## src/rtl/mem_controller.sv

```systemverilog
// Byte/halfword/word CPU requests onto a 32-bit byte-enabled BRAM; word-crossing accesses become two BRAM operations.
// Latency: writes 2-3 cycles, reads BRAM_LATENCY+2/+3; no backpressure, a dispatch while busy is dropped.
module mem_controller #(
    parameter int ADDR_WIDTH   = 14,
    parameter int BRAM_LATENCY = 2
) (
    input  logic                  clk_in,
    input  logic                  rst_in,
    input  logic                  dispatch_read,
    input  logic                  dispatch_write,
    input  logic [31:0]           addr,
    input  logic [1:0]            mem_width,
    input  logic [31:0]           write_data,
    output logic                  busy,
    output logic [31:0]           read_data,
    output logic [ADDR_WIDTH-1:0] bram_addr,
    output logic [31:0]           bram_din,
    output logic [3:0]            bram_we,
    output logic                  bram_en,
    input  logic [31:0]           bram_dout
);
    localparam int CW = $clog2(BRAM_LATENCY + 2);
    localparam logic [CW-1:0] LAT_W0 = CW'(BRAM_LATENCY);
    localparam logic [CW-1:0] LAT_W1 = CW'(BRAM_LATENCY + 1);

    typedef enum logic [1:0] {IDLE, ISSUE, ISSUE2, WAIT} state_t;
    state_t state;

    logic [1:0]            req_off;
    logic [3:0]            req_size_mask;
    logic                  req_split;
    logic [ADDR_WIDTH-1:0] req_waddr;
    logic [63:0]           req_lanes;
    logic [7:0]            req_we;

    logic                  is_write;
    logic                  split;
    logic [1:0]            off;
    logic [3:0]            size_mask;
    logic [ADDR_WIDTH-1:0] waddr1;
    logic [31:0]           din1;
    logic [3:0]            we1;
    logic [31:0]           word0;
    logic [CW-1:0]         cnt;
    logic [63:0]           rd_pair;
    logic [31:0]           rd_shift;
    logic [31:0]           rd_result;
    logic                  unused_addr_bits;

    assign unused_addr_bits = ^addr[31:ADDR_WIDTH+2];
    assign busy = !rst_in && (dispatch_read || dispatch_write || state != IDLE);

    always_comb begin
        req_off = addr[1:0];
        case (mem_width)
            2'd0:    req_size_mask = 4'b0001;
            2'd1:    req_size_mask = 4'b0011;
            default: req_size_mask = 4'b1111;
        endcase
        req_waddr = addr[ADDR_WIDTH+1:2];
        req_lanes = {32'b0, write_data} << {req_off, 3'b000};
        req_we    = {4'b0, req_size_mask} << req_off;
        // Any enable landing in the upper half means the access crosses into the next word.
        req_split = |req_we[7:4];
    end

    always_comb begin
        rd_pair   = split ? {bram_dout, word0} : {32'b0, bram_dout};
        rd_shift  = 32'(rd_pair >> {off, 3'b000});
        rd_result = rd_shift & {{8{size_mask[3]}}, {8{size_mask[2]}},
                                {8{size_mask[1]}}, {8{size_mask[0]}}};
    end

    always_ff @(posedge clk_in) begin
        if (rst_in) begin
            state     <= IDLE;
            bram_en   <= 1'b0;
            bram_we   <= 4'b0;
            bram_addr <= '0;
            bram_din  <= 32'b0;
            read_data <= 32'b0;
            is_write  <= 1'b0;
            split     <= 1'b0;
            off       <= 2'b0;
            size_mask <= 4'b0;
            waddr1    <= '0;
            din1      <= 32'b0;
            we1       <= 4'b0;
            word0     <= 32'b0;
            cnt       <= '0;
        end else begin
            case (state)
                IDLE: begin
                    if (dispatch_read || dispatch_write) begin
                        is_write  <= dispatch_write;
                        split     <= req_split;
                        off       <= req_off;
                        size_mask <= req_size_mask;
                        waddr1    <= req_waddr + ADDR_WIDTH'(1);
                        din1      <= req_lanes[63:32];
                        we1       <= dispatch_write ? req_we[7:4] : 4'b0;
                        cnt       <= '0;
                        bram_en   <= 1'b1;
                        bram_addr <= req_waddr;
                        bram_din  <= req_lanes[31:0];
                        bram_we   <= dispatch_write ? req_we[3:0] : 4'b0;
                        state     <= ISSUE;
                    end
                end
                ISSUE: begin
                    cnt     <= cnt + CW'(1);
                    bram_en <= split;
                    bram_we <= split ? we1 : 4'b0;
                    if (split) begin
                        bram_addr <= waddr1;
                        bram_din  <= din1;
                        state     <= ISSUE2;
                    end else begin
                        state <= is_write ? IDLE : WAIT;
                    end
                end
                ISSUE2: begin
                    cnt     <= cnt + CW'(1);
                    bram_en <= 1'b0;
                    bram_we <= 4'b0;
                    // With BRAM_LATENCY of 1 the first word already returns here.
                    if (cnt == LAT_W0) word0 <= bram_dout;
                    state <= is_write ? IDLE : WAIT;
                end
                WAIT: begin
                    cnt <= cnt + CW'(1);
                    if (cnt == LAT_W0) word0 <= bram_dout;
                    if (cnt == (split ? LAT_W1 : LAT_W0)) begin
                        read_data <= rd_result;
                        state     <= IDLE;
                    end
                end
                default: state <= IDLE;
            endcase
        end
    end
endmodule

```

## config.mk

```make
export PLATFORM = sky130hd
export DESIGN_NAME = mem_controller
export DESIGN_NICKNAME = d
export VERILOG_FILES = /design/src/rtl/mem_controller.sv
export SDC_FILE = /design/constraint.sdc
export NUM_CORES = 1
export LEC_CHECK = 0
export ABC_AREA = 1
export BUFFER_PORTS_ARGS = -buffer_cell sky130_fd_sc_hd__buf_2
export CAP_MARGIN = 10
export CORE_MARGIN = 2
export CORE_UTILIZATION = 55
export DETAILED_ROUTE_END_ITERATION = 7
export GPL_TIMING_DRIVEN = 0
export PLACE_DENSITY = 0.89
export SLEW_MARGIN = 20
export SYNTH_ARGS = -nofsm -noshare
export SYNTH_HDL_FRONTEND = slang
export SYNTH_SLANG_ARGS = --single-unit
```

## constraint.sdc

```tcl
create_clock -name clk_in -period 3.1 [get_ports clk_in]
set_input_delay 0.31 -clock clk_in [delete_from_list [all_inputs] [get_ports clk_in]]
set_output_delay 0.31 -clock clk_in [all_outputs]
set_load 0.01 [all_outputs]
```

==> impl_metrics.json, run 1 <==
{
  "status": "completed",
  "crit_start": "state[0]",
  "cp_top_family": "compound AO/OA/AOI/OAI gates",
  "finClkSkew_ns": 0.0117,
  "via_per_inst": 5.90,
  "holdWs_ns": 0.109,
  "start_kind": "flip-flop",
  "core_sq_um": 15100,
  "nNetsFinal": 1608,
  "tightest_slew_ns": 0.789,
  "cp.arrival_ns": 2.51,
  "worst_slack_ns": 0.886,
  "ant_nets": 0,
  "p_per_area_nw_per_um2": 694,
  "finalCriticalPeriod_ns": 2.21,
  "cp_max_fo": 10,
  "grt_remaining_overflow": 0,
  "dp_hpwl_mm": 23.8,
  "ctsHtreeMaxLevel": 4,
  "wl_met2_mm": 14.5,
  "first_pass_iters": 6,
  "cts.sinks": 167,
  "top_layer": "met4",
  "grt_start_max_net_pins": 17,
  "final_cell_mix": "382 x nand2_1, 190 x buf_2, 167 x dfxtp_1",
  "relSlewSlack_pct": 47.4,
  "row_count": 45,
  "place_inst": 1668,
  "ys_types": 31,
  "preCtsSetupSlack_ns": 0.995,
  "grt_pass1_wl_mm": 48.3,
  "slowest_stage": "o21ai_1",
  "cts_resized": 0,
  "ios": 186,
  "worst-path-buf-inv": 3,
  "setup_violations": 0,
  "post_cts_buffers": 0,
  "maxCapViolCount": 0,
  "clock_path_buffers": 2,
  "hp-class": "in2reg",
  "regArea_sq_um": 3340,
  "synth_seq_area_share_pct": 39.3,
  "rsz0062_at_grt": "false",
  "die_h_um": 128,
  "antenna_cells": 0,
  "area_growth_pct": 19.9,
  "avgSynthCellArea_sq_um": 6.48,
  "fin_crit_sh_pct": 71.4,
  "power_leakage_nw": 4.77,
  "layout-drive-gt1-share_pct": 16.4,
  "ir_worst_vdd_uv": 510,
  "r2r_start": "state[0]",
  "fillers": 1384,
  "grt_pass1_vias": 9083,
  "critPathMostFrequentCell": "inv_1",
  "required_ns": 3.40,
  "syn-num-nets": 1422,
  "hold_violations": 0,
  "critPathMaxStageDelay_ns": 0.51,
  "synth_warnings": 0,
  "path_class": "reg2reg",
  "root_buffer": "clkbuf_16",
  "antenna_found_initial": 0,
  "grt_usage_pct": 38.1,
  "instances_no_fill": 1700,
  "port_buffers": 167,
  "multi_input_area_sq_um": 4530,
  "die-area_sq_um": 16500,
  "wl_per_cell_um": 18.6,
  "final_common_cell": "nand2_1",
  "die_w_um": 128,
  "crit_chain": "inv_1 -> ha_1 -> o21ai_1 -> inv_1 -> clkbuf_1 -> o21ai_0 -> a21oi_1",
  "syn_inst": 1313,
  "min_from": "addr[2]",
  "dr_total_vias": 10000,
  "cts_tree": "done",
  "finalMaxSlewViolations": 0,
  "drt_iter0_markers": 1296,
  "wl_mm": 31.7,
  "numCtsBuffers": 17,
  "ys_seq_elements": 167,
  "endpoint_kind": "flip-flop",
  "clk_pin_slew_ns": 0.07,
  "fin_setup_tns_ns": 0,
  "syn_area_sq_um": 8510,
  "drc_errors": 0,
  "ctsHoldBuffers": 0,
  "wl_met3_mm": 3.14,
  "clkLatencyLatePin_ns": 0.44,
  "gp_congestion": 1.00,
  "fmax_ghz": 0.452,
  "initial_core_util_pct": 56.2,
  "met1_length_mm": 12.4
}
## worst paths after layout
| path | endpoint | slack, ns | cells past startpoint |
|---|---|---|---|
| min reg2reg | read_data[11] | 0.46 | 2 |
| max reg2reg | word0[8] | 0.89 | 7 |
| min | waddr1[0] | 0.11 | 2 |
| max | word0[8] | 0.89 | 7 |
## metal layers
layer  track usage, %  up-vias
li1                 -     4681
met1             47.9     4531
met2             63.8      683
met3             6.82      143
met4             18.0        0
met5                0        -
## kinds of logic (layout without fill, tap and decap cells)
| kind of cell | count (synthesis) | in the layout | share of synthesized area (%) |
|---|---|---|---|
| AOI/OAI and AO/OA | 314 | 314 | 19.5 |
| and+or+nand+nor | 661 | 661 | 32.2 |
| buffers and inverters | 158 | 357 | 7.40 |
| adders and majority gates | 7 | 7 | 1.03 |
| DFF | 167 | 167 | 39.3 |
| xor gates and xnor gates | 6 | 6 | 0.618 |
## synthesized netlist by cell type (all sizes together)
master	n	area, sq um
a31oi	2	12.5
clkbuf	52	195
xor2	5	43.8
o41ai	1	8.76
a211oi	2	15.0
buf	36	171
nor2	130	518
or2	11	68.8
o211a	6	60.1
ha	7	87.6
o211ai	10	75.1
xnor2	1	8.76
a21oi	141	706
nand3	129	646
nor3	4	25.0
nand2	383	1440
nand4	4	40.0
o21a	4	30.0
o21ai	145	726
o21bai	3	22.5
dfxtp	167	3340
inv	70	263
## stage by stage
step / power [W] / cell area (sq um) / utilization, %
5_1_grt: 0.00736 / 10200 / 67.3
3_5_place_dp: 0.00476 / 9580 / 63.2
3_3_place_gp: 0.00471 / 9580 / 63.2
6_report: 0.00708 / 10200 / 67.3
4_1_cts: 0.00701 / 10200 / 67.3
2_1_floorplan: 0.00393 / 8510 / -
## layout make-up
type,count,share of cell area (%)
Multi-Input combinational cell,988,44.5
Sequential cell,167,32.8
Timing Repair Buffer,167,8.20
Clock buffer,18,4.31
Buffer,88,3.60
Inverter,70,2.58
Tap cell,188,2.31
Clock inverter,14,1.78
## where the power goes
part           internal (W)  leakage [nW]  switching, W
clock               0.00131         0.304      0.000970
combinational      0.000676          3.10       0.00153
sequential          0.00243          1.36      0.000159
total               0.00442          4.77       0.00266
## state kept, by name (all words and copies together) (netlist names)
name / flops
split: 1
read_data: 32
waddr1: 14
is_write: 1
din1: 24
bram_din: 32
bram_addr: 14
we1: 3
size_mask: 3
bram_we: 4
off: 2
word0: 32
state: 2
cnt: 2
bram_en: 1
No activity file was read; power rests on OpenSTA's default activity.
==> run 2, diff against run 1 <==
--- a/config.mk
+++ b/config.mk
@@ -9,10 +9,10 @@
 export BUFFER_PORTS_ARGS = -buffer_cell sky130_fd_sc_hd__buf_2
 export CAP_MARGIN = 10
 export CORE_MARGIN = 2
-export CORE_UTILIZATION = 55
+export CORE_UTILIZATION = 50
 export DETAILED_ROUTE_END_ITERATION = 7
 export GPL_TIMING_DRIVEN = 0
-export PLACE_DENSITY = 0.89
+export PLACE_DENSITY = 0.85
 export SLEW_MARGIN = 20
 export SYNTH_ARGS = -nofsm -noshare
 export SYNTH_HDL_FRONTEND = slang
==> constraint.sdc (replaced) <==
create_clock -name clk_in -period 1.8 [get_ports clk_in]
set_input_delay 0.18 -clock clk_in [delete_from_list [all_inputs] [get_ports clk_in]]
set_output_delay 0.18 -clock clk_in [all_outputs]
set_load 0.01 [all_outputs]
==> run 2 against run 1 <==
Worst setup slack worse by 0.88 ns. Maximum frequency is 24% higher. Critical path type unchanged. Die area rose by 9.7%. Flip-flop and latch count unchanged. Critical endpoint is now bram_addr[3]. Count of clock-buffer cells in the layout up 1. Clock power grew 52%. Combinational power up 80%. Global-route usage decreased by 4.0 points. Routed wire length fell by 1.8%. Sequential power up 72%. Sequential share of layout area decreased by 0.48 points. Largest power group unchanged. Critical path depth increased by 1.
==> impl_metrics.json, run 2 (synthesized netlist as in run 1, its figures left out) <==
{
  "top_layer": "met4",
  "p_int_w": 0.00736,
  "wl_met3_mm": 2.79,
  "min_from": "bram_dout[27]",
  "slowest_stage": "dfxtp_2",
  "antenna_found_initial": 0,
  "ctsHtreeMaxLevel": 4,
  "p_per_area_nw_per_um2": 1150,
  "start_kind": "flip-flop",
  "cp_max_fo": 10,
  "layout-drive-gt1-share_pct": 18.9,
  "critPathMaxStageDelay_ns": 0.35,
  "p_sw_share_pct": 38.2,
  "required_ns": 2.12,
  "ios": 186,
  "initial_core_util_pct": 51.3,
  "finalCriticalPeriod_ns": 1.79,
  "design_area_sq_um": 10400,
  "setup_violations": 0,
  "core_sq_um": 16600,
  "switchingPower_w": 0.00454,
  "place_inst": 1700,
  "ant_nets": 0,
  "finClkSkew_ns": 0.00724,
  "ir_worst_vdd_uv": 821,
  "cts_tree": "done",
  "numCtsBuffers": 17,
  "grt_pass1_wl_mm": 47.8,
  "crit_chain": "inv_1 -> ha_1 -> buf_4 -> o21ai_1 -> nand2_2 -> clkbuf_2 -> o21ai_0 -> nor2_1",
  "relSlewSlack_pct": 51.2,
  "root_buffer": "clkbuf_16",
  "grt_remaining_overflow": 0,
  "power_leakage_nw": 4.84,
  "area_growth_pct": 21.8,
  "instances_no_fill": 1741,
  "placed_area_sq_um": 9620,
  "grt_usage_pct": 34.1,
  "hp-class": "in2reg",
  "die_h_um": 134,
  "wl_met2_mm": 13.9,
  "dr_total_vias": 9878,
  "clkPwrFrac_pct": 29.1,
  "endpoint_kind": "flip-flop",
  "clk_pin_slew_ns": 0.07,
  "fin_util_pct": 62.4,
  "p_comb_share_pct": 33.4,
  "path_class": "reg2reg",
  "drc_errors": 0,
  "cp.arrival_ns": 2.11,
  "dp_hpwl_mm": 23.2,
  "gp_congestion": 0.974,
  "clkLatencyLatePin_ns": 0.43,
  "grt_start_max_net_pins": 17,
  "die-area_sq_um": 18100,
  "wl_mm": 31.1,
  "port_buffers": 167,
  "holdWs_ns": 0.0272,
  "wl_per_cell_um": 17.9,
  "grt_pass1_vias": 9253,
  "clock_path_buffers": 2,
  "r2r_start": "state[1]",
  "nNetsFinal": 1617,
  "status": "completed",
  "p_total_w": 0.0119,
  "finalMaxSlewViolations": 0,
  "drt_iter0_markers": 993,
  "top_regs": "bram_din x32, read_data x32, word0 x32",
  "antenna_cells": 0,
  "fin_crit_sh_pct": 99.5,
  "p_seq_share_pct": 37.5,
  "hold_violations": 0,
  "met1_length_mm": 12.3,
  "maxCapViolCount": 0,
  "crit_start": "state[1]",
  "final_cell_mix": "378 x nand2_1, 181 x buf_2, 165 x dfxtp_1",
  "die_w_um": 134,
  "cts.sinks": 167,
  "first_pass_iters": 7,
  "final_common_cell": "nand2_1",
  "via_per_inst": 5.67,
  "tightest_slew_ns": 0.732,
  "fmax_ghz": 0.558,
  "row_count": 47
}
==> run 2: changes by cell type in the layout (fill, tap and decap cells not counted), sizes merged, moves of 2 or more <==
cell      before  now
inv           79   73
clkinvlp       1    3
clkinv         1    7
bufinv         3    0
clkbuf        70   78
==> run 2: final cells by class <==
class	instances	area (sq um)
tap	220	275
sequential	167	3350
timing repair buffer	176	906
fill	1592	6230
inverter	70	270
buffer	88	430
clock buffer	19	453
multi-input combinational	988	4580
clock inverter	13	97.6
==> run 2: repair_timing <==
action / CTS / global route
endpoints found under the hold margin: 1 / 0
cloned: 0 / 0
setup endpoints to repair: 102 / 108
pin swaps: 0 / 2
hold buffers: 1 / 0
gates resized for setup: 20 / 63
setup buffers: 1 / 7
==> run 2: worst paths after layout <==
kind	end	slack (ns)	cells past startpoint
setup / recovery	bram_addr[3]	0.009	8
hold / removal	word0[27]	0.03	3
setup reg to reg	bram_addr[3]	0.009	8
hold reg to reg	read_data[7]	0.47	2
==> run 2: layer usage <==
layer,GRT usage [%],vias to the layer above
met5,0,-
met4,21.5,0
met3,6.69,141
met2,55.2,619
met1,41.7,4411
li1,-,4707
==> run 2: through the flow <==
step	setup slack, ns	TNS, ns
floorplan	0.260	0
global placement	-0.167	-4.68
detailed placement	-0.204	-7.19
CTS	-0.000129	-0.000129
global route	-0.0416	-0.440
finish	0.00873	0
==> run 2: worst max-delay path, delay by kind of cell (launching register included) <==
family	cells	cell delay [ns]
compound gates	2	0.45
fa+ha+maj	1	0.17
buf+inv	3	0.48
flops	1	0.35
simple gates	2	0.22
==> run 2: power by group through the flow <==
stage,clock (W),combinational (W),sequential (W)
3_5_place_dp,0,0.00365,0.00452
4_1_cts,0.00348,0.00372,0.00444
3_3_place_gp,0,0.00361,0.00451
5_1_grt,0.00363,0.00432,0.00451
6_report,0.00347,0.00397,0.00446
2_1_floorplan,0,0.00214,0.00462
==> run 3, diff against run 2 <==
--- a/config.mk
+++ b/config.mk
@@ -8,11 +8,14 @@
 export ABC_AREA = 1
 export BUFFER_PORTS_ARGS = -buffer_cell sky130_fd_sc_hd__buf_2
 export CAP_MARGIN = 10
+export CORE_ASPECT_RATIO = 1.25
 export CORE_MARGIN = 2
 export CORE_UTILIZATION = 50
+export CTS_CLUSTER_SIZE = 28
 export DETAILED_ROUTE_END_ITERATION = 7
 export GPL_TIMING_DRIVEN = 0
 export PLACE_DENSITY = 0.85
+export RECOVER_POWER = 100
 export SLEW_MARGIN = 20
 export SYNTH_ARGS = -nofsm -noshare
 export SYNTH_HDL_FRONTEND = slang
==> run 3 against run 2 <==
Global-route usage rose by 1.5 points. Clock power rose by 16%. Die area is essentially flat. Register-to-register slack gained 0.05 ns. Worst hold slack got worse by 0.014 ns. Worst setup slack lost 0.0064 ns.
==> impl_metrics.json, run 3 (synthesized netlist as in run 1, its figures left out) <==
{
  "cp.arrival_ns": 1.62,
  "ir_worst_vdd_uv": 923,
  "cts_tree": "done",
  "switchingPower_w": 0.00460,
  "placed_area_sq_um": 9620,
  "ctsHtreeMaxLevel": 4,
  "fillers": 1684,
  "multi_input_area_sq_um": 4610,
  "place_inst": 1700,
  "path_class": "reg2out",
  "setup_violations": 0,
  "required_ns": 1.62,
  "drc_errors": 0,
  "design_area_sq_um": 10400,
  "p_sw_share_pct": 36.9,
  "p_comb_share_pct": 31.7,
  "rsz0062_at_grt": "true",
  "instances_no_fill": 1737,
  "maxCapViolCount": 0,
  "start_kind": "flip-flop",
  "critPathMaxStageDelay_ns": 0.36,
  "clkLatencyLatePin_ns": 0.45,
  "crit_chain": "inv_1 -> ha_1 -> nand2_2 -> inv_1 -> nor2_4 -> buf_2",
  "wl_mm": 32.4,
  "ios": 186,
  "layout-drive-gt1-share_pct": 13.4,
  "ant_nets": 0,
  "antenna_found_initial": 0,
  "slowest_stage": "dfxtp_2",
  "tightest_slew_ns": 0.772,
  "wl_per_cell_um": 18.6,
  "power_leakage_nw": 4.55,
  "die-area_sq_um": 18100,
  "grt_remaining_overflow": 0,
  "root_buffer": "clkbuf_16",
  "area_growth_pct": 21.8,
  "finClkSkew_ns": 0.0133,
  "grt_usage_pct": 35.6,
  "gp_congestion": 0.983,
  "fin_crit_sh_pct": 99.9,
  "p_int_w": 0.00787,
  "core_sq_um": 16700,
  "status": "completed",
  "row_count": 53,
  "endpoint_kind": "primary output",
  "nNetsFinal": 1613,
  "dr_total_vias": 9800,
  "grt_start_max_net_pins": 20,
  "critPathMostFrequentCell": "inv_1",
  "cp_max_fo": 6,
  "grt_pass1_wl_mm": 49.0,
  "antenna_cells": 0,
  "finalMaxSlewViolations": 0,
  "fmax_ghz": 0.556,
  "clk_pin_slew_ns": 0.06,
  "die_h_um": 150,
  "p_per_area_nw_per_um2": 1200,
  "regArea_sq_um": 3350,
  "final_common_cell": "nand2_1",
  "p_seq_share_pct": 36.0,
  "port_buffers": 167,
  "final_cell_mix": "378 x nand2_1, 165 x dfxtp_1, 138 x a21oi_1",
  "via_per_inst": 5.64,
  "dp_hpwl_mm": 24.4,
  "hp-class": "in2reg",
  "clock_path_buffers": 2,
  "finalCriticalPeriod_ns": 1.80,
  "top_regs": "bram_din x32, read_data x32, word0 x32",
  "grt_pass1_vias": 9315,
  "numCtsBuffers": 17,
  "die_w_um": 121,
  "first_pass_iters": 6,
  "relSlewSlack_pct": 48.5,
  "cts.sinks": 167,
  "initial_core_util_pct": 50.9,
  "clkPwrFrac_pct": 32.3,
  "drt_iter0_markers": 993,
  "hold_violations": 0
}
## run 3: cell count changes in the layout (fill, tap and decap cells not counted), moves of 3 or more
cell and change:
clkbuf_1 +85, buf_2 -80, buf_4 -5, bufinv_16 +4
a21oi_1 -3, a21oi_2 +3, buf_6 +3, clkinvlp_4 -3
nor2_2 -3, nor2_4 +3, o21ai_1 -3, o21ai_2 +3
## run 3: stage by stage
step | hold WS, ns | setup WS, ns | TNS, ns | utilization [%] | total power, W
after global routing | 0.0463 | -0.0642 | -0.112 | 62.0 | 0.0130
final | 0.0128 | 0.00233 | 0 | 62.0 | 0.0125
after floorplan | 0.270 | 0.260 | 0 | - | 0.00677
after detailed placement | 0.424 | -0.274 | -9.75 | 57.5 | 0.00821
after CTS | 0.0160 | 0.00326 | 0 | 61.7 | 0.0122
after global placement | 0.410 | -0.240 | -8.10 | 57.5 | 0.00818
## run 3: cell type report
class	instances	share of cell area [%]
Tap cell	220	2.66
Buffer	87	4.20
Clock buffer	22	4.58
Clock inverter	10	1.59
Multi-Input combinational cell	988	44.5
Timing Repair Buffer	173	7.53
Sequential cell	167	32.3
Inverter	70	2.61
## run 3: critical path: cells and delay by family (launching register included)
kind	cells	cell delay [ns]
flip-flops	1	0.36
buffers and inverters	3	0.34
AND/OR/NAND/NOR	2	0.25
adder cells (fa/ha/maj)	1	0.24
## run 3: layer usage
layer / routed length, um / up-vias / GRT usage (%)
li1: - / 4692 / -
met3: 2350 / 118 / 6.06
met1: 12400 / 4474 / 40.3
met2: 15500 / 516 / 60.8
met5: 0 / - / 0
met4: 2160 / 0 / 24.8
## run 3: power by group through the flow
stage	registers, W	clock network [W]	logic, W
floorplan	0.00462	0	0.00214
global placement	0.00452	0	0.00365
detailed placement	0.00453	0	0.00368
CTS	0.00446	0.00401	0.00376
global route	0.00453	0.00419	0.00431
finish	0.00449	0.00403	0.00395
## run 3: worst paths after layout
| path | cells after the start | from | slack (ns) | to |
|---|---|---|---|---|
| worst max-delay path | 6 | state[0] | 0.002 | busy |
| worst min-delay path | 3 | bram_dout[25] | 0.01 | word0[25] |
| worst max register to register | 9 | state[0] | 0.06 | bram_din[20] |
| worst min register to register | 2 | read_data[19] | 0.47 | read_data[19] |
## run 3: what timing repair did
item                                    in CTS  in global routing
endpoints found under the setup margin     103                113
pin swaps                                    1                  4
setup buffers                                1                  4
resized for setup                           23                 69
hold buffers                                 1                  0
endpoints found under the hold margin        1                  0
